### config.mk
export PLATFORM = sky130hd
export DESIGN_NAME = query_crc5_tx
export DESIGN_NICKNAME = d
export VERILOG_FILES = /design/src/rtl/crc5_pkg.sv /design/src/rtl/crc5_gen.sv /design/src/rtl/query_crc5_tx.sv
export SDC_FILE = /design/constraint.sdc
export NUM_CORES = 1
export LEC_CHECK = 0
export CAP_MARGIN = 25
export CORE_MARGIN = 2
export CORE_UTILIZATION = 40
export DETAILED_ROUTE_END_ITERATION = 10
export PLACE_DENSITY = 0.65
export SYNTH_ARGS = -nofsm -noshare
export SYNTH_HDL_FRONTEND = slang
export SYNTH_HIERARCHICAL = 1
export SYNTH_SLANG_ARGS = --single-unit
### constraint.sdc
create_clock -name clk -period 4.45 [get_ports clk]
set_clock_uncertainty 0.15 [all_clocks]
set_input_delay 0.6675 -clock clk [delete_from_list [all_inputs] [get_ports clk]]
set_output_delay 0.6675 -clock clk [all_outputs]
set_load 0.02 [all_outputs]
### src/rtl/crc5_pkg.sv
// ---------------------------------------------------------------------------
// crc5_pkg
// Shared definitions for the EPC Gen2 CRC-5 command path (x^5 + x^3 + 1).
// Contents:
//   CRC5_PRESET      register value at frame start
//   CRC5_RESIDUE     checker residue over a good frame (payload + CRC)
//   QUERY_CMD        4-bit Query command code
//   QUERY_PAYLOAD_W  Query payload width before CRC
//   tx_state_t       serializer states
//   crc5_step()      one serial CRC-5 update, MSB-first
// ---------------------------------------------------------------------------
package crc5_pkg;

  localparam logic [4:0] CRC5_PRESET     = 5'b01001;
  localparam logic [4:0] CRC5_RESIDUE    = 5'b00000;
  localparam logic [3:0] QUERY_CMD       = 4'b1000;
  localparam int         QUERY_PAYLOAD_W = 17;

  typedef enum logic [1:0] {
    IDLE    = 2'd0,
    PAYLOAD = 2'd1,
    CRC     = 2'd2,
    DONE    = 2'd3
  } tx_state_t;

  // Feedback is the incoming bit XOR the register MSB; it re-enters at bit 0
  // and is folded into bit 3 (the x^3 tap).
  function automatic logic [4:0] crc5_step(input logic [4:0] crc, input logic din);
    logic fb;
    fb = din ^ crc[4];
    return {crc[3], crc[2] ^ fb, crc[1], crc[0], fb};
  endfunction

endpackage

### src/rtl/crc5_gen.sv
// ---------------------------------------------------------------------------
// crc5_gen
// Serial CRC-5 register. Presets on init, advances one bit on shift.
// Ports:
//   clk        system clock
//   reset_n    synchronous active-low reset (register -> PRESET)
//   init       load PRESET (wins over shift)
//   shift      advance by one serial bit
//   serial_in  bit fed into the CRC
//   crc        current register value
// ---------------------------------------------------------------------------
module crc5_gen
  import crc5_pkg::*;
#(
  parameter logic [4:0] PRESET = CRC5_PRESET
) (
  input  logic       clk,
  input  logic       reset_n,
  input  logic       init,
  input  logic       shift,
  input  logic       serial_in,
  output logic [4:0] crc
);

  always_ff @(posedge clk) begin
    if (!reset_n) begin
      crc <= PRESET;
    end else if (init) begin
      crc <= PRESET;
    end else if (shift) begin
      crc <= crc5_step(crc, serial_in);
    end
  end

endmodule

### src/rtl/query_crc5_tx.sv
// ---------------------------------------------------------------------------
// query_crc5_tx
// Reader-side serializer for CRC-5 protected EPC Gen2 commands (e.g. Query).
// Shifts the payload out MSB first on a valid/ready handshake, then appends
// the 5 CRC bits MSB first.
// Ports:
//   clk        system clock
//   reset_n    synchronous active-low reset
//   start      pulse; loads payload and begins a frame (IDLE only)
//   payload    command bits, payload[PAYLOAD_W-1] sent first
//   abort      synchronous frame abort (PAYLOAD/CRC only)
//   bit_out    current serial bit
//   bit_valid  bit_out is valid
//   bit_ready  downstream accepts bit_out this cycle
//   bit_last   high with the final CRC bit
//   busy       frame in progress
//   done       one-cycle pulse after the last bit is accepted
//   crc_out    running CRC during payload, frozen final CRC afterwards
// Optional build macro QUERY_CRC5_ERR_INJECT_EN adds input err_inject,
// sampled with start; when set, the final CRC bit goes out inverted while
// crc_out still reports the true CRC.
// ---------------------------------------------------------------------------
module query_crc5_tx
  import crc5_pkg::*;
#(
  parameter int         PAYLOAD_W  = QUERY_PAYLOAD_W,
  parameter logic [4:0] CRC_PRESET = CRC5_PRESET
) (
  input  logic                 clk,
  input  logic                 reset_n,
  input  logic                 start,
  input  logic [PAYLOAD_W-1:0] payload,
  input  logic                 abort,
`ifdef QUERY_CRC5_ERR_INJECT_EN
  input  logic                 err_inject,
`endif
  output logic                 bit_out,
  output logic                 bit_valid,
  input  logic                 bit_ready,
  output logic                 bit_last,
  output logic                 busy,
  output logic                 done,
  output logic [4:0]           crc_out
);

  localparam logic [4:0] LAST_PAYLOAD = 5'(PAYLOAD_W - 1);
  localparam logic [4:0] LAST_CRC     = 5'd4;

  tx_state_t            state, state_next;
  logic [PAYLOAD_W-1:0] shreg;
  logic [4:0]           count;
  logic [4:0]           crc;
  logic [4:0]           crc_hold;
  logic                 load;
  logic                 accept;
  logic                 crc_serial;
`ifdef QUERY_CRC5_ERR_INJECT_EN
  logic                 inject_q;
`endif

  // An abort in the same cycle as a handshake discards the handshake.
  assign load    = (state == IDLE) && start;
  assign accept  = bit_valid && bit_ready && !abort;
  assign crc_out = crc_hold;

  // During CRC the register is fed its own MSB, which makes the feedback zero
  // and turns the update into a plain left shift with zero fill.
  assign crc_serial = (state == CRC) ? crc[4] : shreg[PAYLOAD_W-1];

  crc5_gen #(
    .PRESET(CRC_PRESET)
  ) u_crc5_gen (
    .clk      (clk),
    .reset_n  (reset_n),
    .init     (load),
    .shift    (accept),
    .serial_in(crc_serial),
    .crc      (crc)
  );

  always_ff @(posedge clk) begin
    if (!reset_n) begin
      state <= IDLE;
    end else begin
      state <= state_next;
    end
  end

  always_comb begin
    state_next = state;
    bit_out    = 1'b0;
    bit_valid  = 1'b0;
    bit_last   = 1'b0;
    busy       = 1'b0;
    done       = 1'b0;
    unique case (state)
      IDLE: begin
        if (start) state_next = PAYLOAD;
      end
      PAYLOAD: begin
        bit_valid = 1'b1;
        busy      = 1'b1;
        bit_out   = shreg[PAYLOAD_W-1];
        if (abort) begin
          state_next = IDLE;
        end else if (accept && (count == LAST_PAYLOAD)) begin
          state_next = CRC;
        end
      end
      CRC: begin
        bit_valid = 1'b1;
        busy      = 1'b1;
        bit_last  = (count == LAST_CRC);
`ifdef QUERY_CRC5_ERR_INJECT_EN
        bit_out   = crc[4] ^ (inject_q && bit_last);
`else
        bit_out   = crc[4];
`endif
        if (abort) begin
          state_next = IDLE;
        end else if (accept && bit_last) begin
          state_next = DONE;
        end
      end
      DONE: begin
        done       = 1'b1;
        state_next = IDLE;
      end
      default: state_next = IDLE;
    endcase
  end

  // crc_hold follows the CRC register's next value on every payload bit, so
  // it stops at the final CRC as the frame enters CRC and then stays put while
  // the live register shifts the CRC out.
  always_ff @(posedge clk) begin
    if (!reset_n) begin
      shreg    <= '0;
      count    <= '0;
      crc_hold <= CRC_PRESET;
    end else if (load) begin
      shreg    <= payload;
      count    <= '0;
      crc_hold <= CRC_PRESET;
    end else if (accept) begin
      if (state == PAYLOAD) begin
        shreg    <= {shreg[PAYLOAD_W-2:0], 1'b0};
        crc_hold <= crc5_step(crc, shreg[PAYLOAD_W-1]);
        count    <= (count == LAST_PAYLOAD) ? 5'd0 : count + 5'd1;
      end else begin
        count <= count + 5'd1;
      end
    end
  end

`ifdef QUERY_CRC5_ERR_INJECT_EN
  always_ff @(posedge clk) begin
    if (!reset_n) begin
      inject_q <= 1'b0;
    end else if (load) begin
      inject_q <= err_inject;
    end
  end
`endif

endmodule

==> run_results.csv <==
group,metric,value,unit
sta,max_freq,343,MHz
sta,hold_viol_final,0,
synthesis,syn_avg_cell_area,9.21,um2
setup_path,path_class,"flip-flop to primary output",
synthesis,ys.flop_type,"dfxtp_1",
setup_path,timing.rr.end,"shreg[4]",
die,ios,32,
route,drt-wirelength-per-cell,12.6,um
clock_network,cts_max_level,2,
synthesis,synth_top_area_share,41.5,%
pwr,p_comb_share,24.9,%
pwr,p_per_area,371,mW/mm2
clock_network,cts_hold_buf,0,
route,wl,3.23,mm
synthesis,async_reset_ff_share,0,%
route,routed_via_density,5.14,
setup_path,reg2reg_setup_slack,1.95,ns
route,ant_nets,0,
cells_and_area,syn_to_final_growth,24.4,%
clock_network,cts_tree,"built",
pwr,p_switching,225,uW
pwr,vdd_ir_drop_max,167,uV
setup_path,critPathCaptureType,"primary output",
sta,rsz0062_at_grt,"false",
clock_network,clock-sinks,34,
setup_path,startpoint_type,"flip-flop",
grt,grtUsageTotal,16.0,%
die,core-area,0.00397,mm2
sta,drv_slew,0,
place,port_buffers,31,
worst_hold_path,hold_end,"crc_out[2]",
run_status,status,"finished clean",
die,chipHeight,68.0,um
cells_and_area,num_antenna_cells,0,
route,firstDrtPassIters,4,
clock_network,clk_pin_slew_worst_paths,0.06,ns
grt,grt_start_max_net_pins,37,
cells_and_area,layout-drive-gt1-share,4.37,%
sta,period_share,65.5,%
pwr,intPower,530,uW
die,die_area,0.00463,mm2
place,placedCellCount,249,
synthesis,yosysWarnings,6,
synthesis,yosys-top-cells-area,"dfxtp_1, mux2i_1, a21oi_1",
flow_run,drv_cap,0,
grt,grt_pass1_vias,1266,
clock_network,numCtsBuffers,5,
worst_hold_path,hold_path_class,"flip-flop to flip-flop",
pwr,swShare,29.8,%
setup_path,cp_max_fo,10,
clock_network,cts_resized,0,
synthesis,synth_fp_nets,207,
pwr,power.leakage,0.858,nW
sta,tightest_slew,0.999,ns
pwr,power,756,uW
sta,fin_setup_tns,0,ns
setup_path,cp_data_required_time,3.63,ns
route,drc,0,
sta,setup-violations-final,0,
grt,grt_pass1_wl,5.55,mm
clock_network,cts_root_buf,"clkbuf_8",
synthesis,synth.distinct_cells,34,
pwr,seqPwrFrac,47.5,%
worst_hold_path,hold_depth,2,
synthesis,yosysTopAreaCell,"dfxtp_1",
cells_and_area,final_util,51.3,%
synthesis,ys_ff_latch,34,
clock_network,clkLatencyLatePin,0.29,ns
clock_network,cts_setup_buffers,0,
pwr,p_clk_share,27.6,%
route,vias,1316,
place,place.gp.congestion,0.703,
grt,antenna_found_initial,0,
setup_path,r2r_cells,7,
synthesis,seq_area_frac_synth,41.5,%
sta,relSlewSlack,33.2,%
synthesis,synth_area,0.00164,mm2
setup_path,r2r-start,"state[0]",
die,die_x,68.0,um
setup_path,setup.worst_path.start,"state[1]",
sta,min_period,2.92,ns
die,rows,23,
cells_and_area,final_cells,256,
worst_hold_path,hold_path_startpoint,"crc_out[2]",
route,drt_iter0_markers,65,
cells_and_area,nets,235,
synthesis,synth_edf_count,0,
sta,hold-worst-slack,0.314,ns
synthesis,synth_cells,178,
setup_path,worstPathArrival,2.10,ns
grt,grt-ovfl-total,0,
clock_network,clockBufferDepth,2,
die,start_util,41.3,%
place,dpl.hpwl,2.30,mm
stage by stage:
step | setup WS, ns | cell area, um2
finish | 1.53 | 2040
floorplan | 2.18 | 1640
detailed placement | 1.58 | 1960
CTS | 1.56 | 2040
global placement | 1.60 | 1960
global route | 1.39 | 2040
metal layers:
layer	up-vias	part of all wire [%]	track usage [%]
li1	680	-	-
met1	596	45	18.5
met3	5	6.3	4.44
met5	-	0	0
met2	35	47	27.3
met4	0	1.8	7.75
cell type report:
class	instances	area (um2)
well taps	50	62.6
clock buffers	7	76.3
repair buffers	31	310
multi-input cells	126	878
inverters	8	30.0
flip-flops and latches	34	681
fillers	375	1930
placed cells by master (no fill, tap or decap), types with 2 or more instances in the layout:
master	instances
xor2_1	4
nand4_1	2
a211oi_1	2
ha_1	7
nand3_1	5
nand2_1	13
clkdlybuf4s50_1	31
nor2_1	8
a21oi_1	22
a311oi_1	2
dfxtp_1	34
nor2b_1	4
clkbuf_8	5
o21ai_0	18
inv_1	7
a211o_1	3
mux2i_1	22
clkbuf_1	2
power groups by stage:
stage                     clock network, mW  logic [mW]  registers (mW)
after global placement                    0       0.186           0.363
after floorplan                           0       0.137           0.360
after CTS                             0.213       0.189           0.359
final                                 0.209       0.188           0.359
after detailed placement                  0       0.189           0.365
after global routing                  0.226       0.213           0.363
state kept, by name, summed over array words and instances (netlist names):
register and cells:
shreg 17, state 2, count 5, crc_out 5, u_crc5_gen/crc 5
worst max-delay path, stage by stage, from the launching register on:
cell	delay [ns]
dfxtp_1	0.34
inv_1	0.12
ha_1	0.41
nand2_1	0.09
a21boi_0	0.22
clkdlybuf4s50_1	0.65
worst max-delay path by stage:
stage / to / slack, ns
6_report: bit_out / 1.53
5_1_grt: bit_out / 1.39
4_1_cts: bit_out / 1.56
3_5_place_dp: crc_out[3] / 1.58
3_3_place_gp: crc_out[3] / 1.60
2_1_floorplan: bit_out / 2.18
kinds of logic (layout without fill, tap and decap cells):
| logic type | after synthesis | in the layout | share of synthesized area, % |
|---|---|---|---|
| multiplexers | 22 | 22 | 13.4 |
| AO/OA/AOI/OAI | 51 | 51 | 17.9 |
| flip-flops | 34 | 34 | 41.5 |
| AND/OR/NAND/NOR | 40 | 40 | 12.8 |
| buffers and inverters | 18 | 46 | 4.89 |
| XOR/XNOR | 6 | 6 | 4.12 |
| adder cells (fa/ha/maj) | 7 | 7 | 5.34 |
cells in the mapped netlist (4+ instances only):
cell	n
a21oi_1	22
nor2_1	8
nand2_1	13
inv_1	7
clkbuf_1	5
o21ai_0	18
xor2_1	4
mux2i_1	22
nor2b_1	4
nand3_1	5
dfxtp_1	34
ha_1	7
No activity file was read; power rests on OpenSTA's default activity.
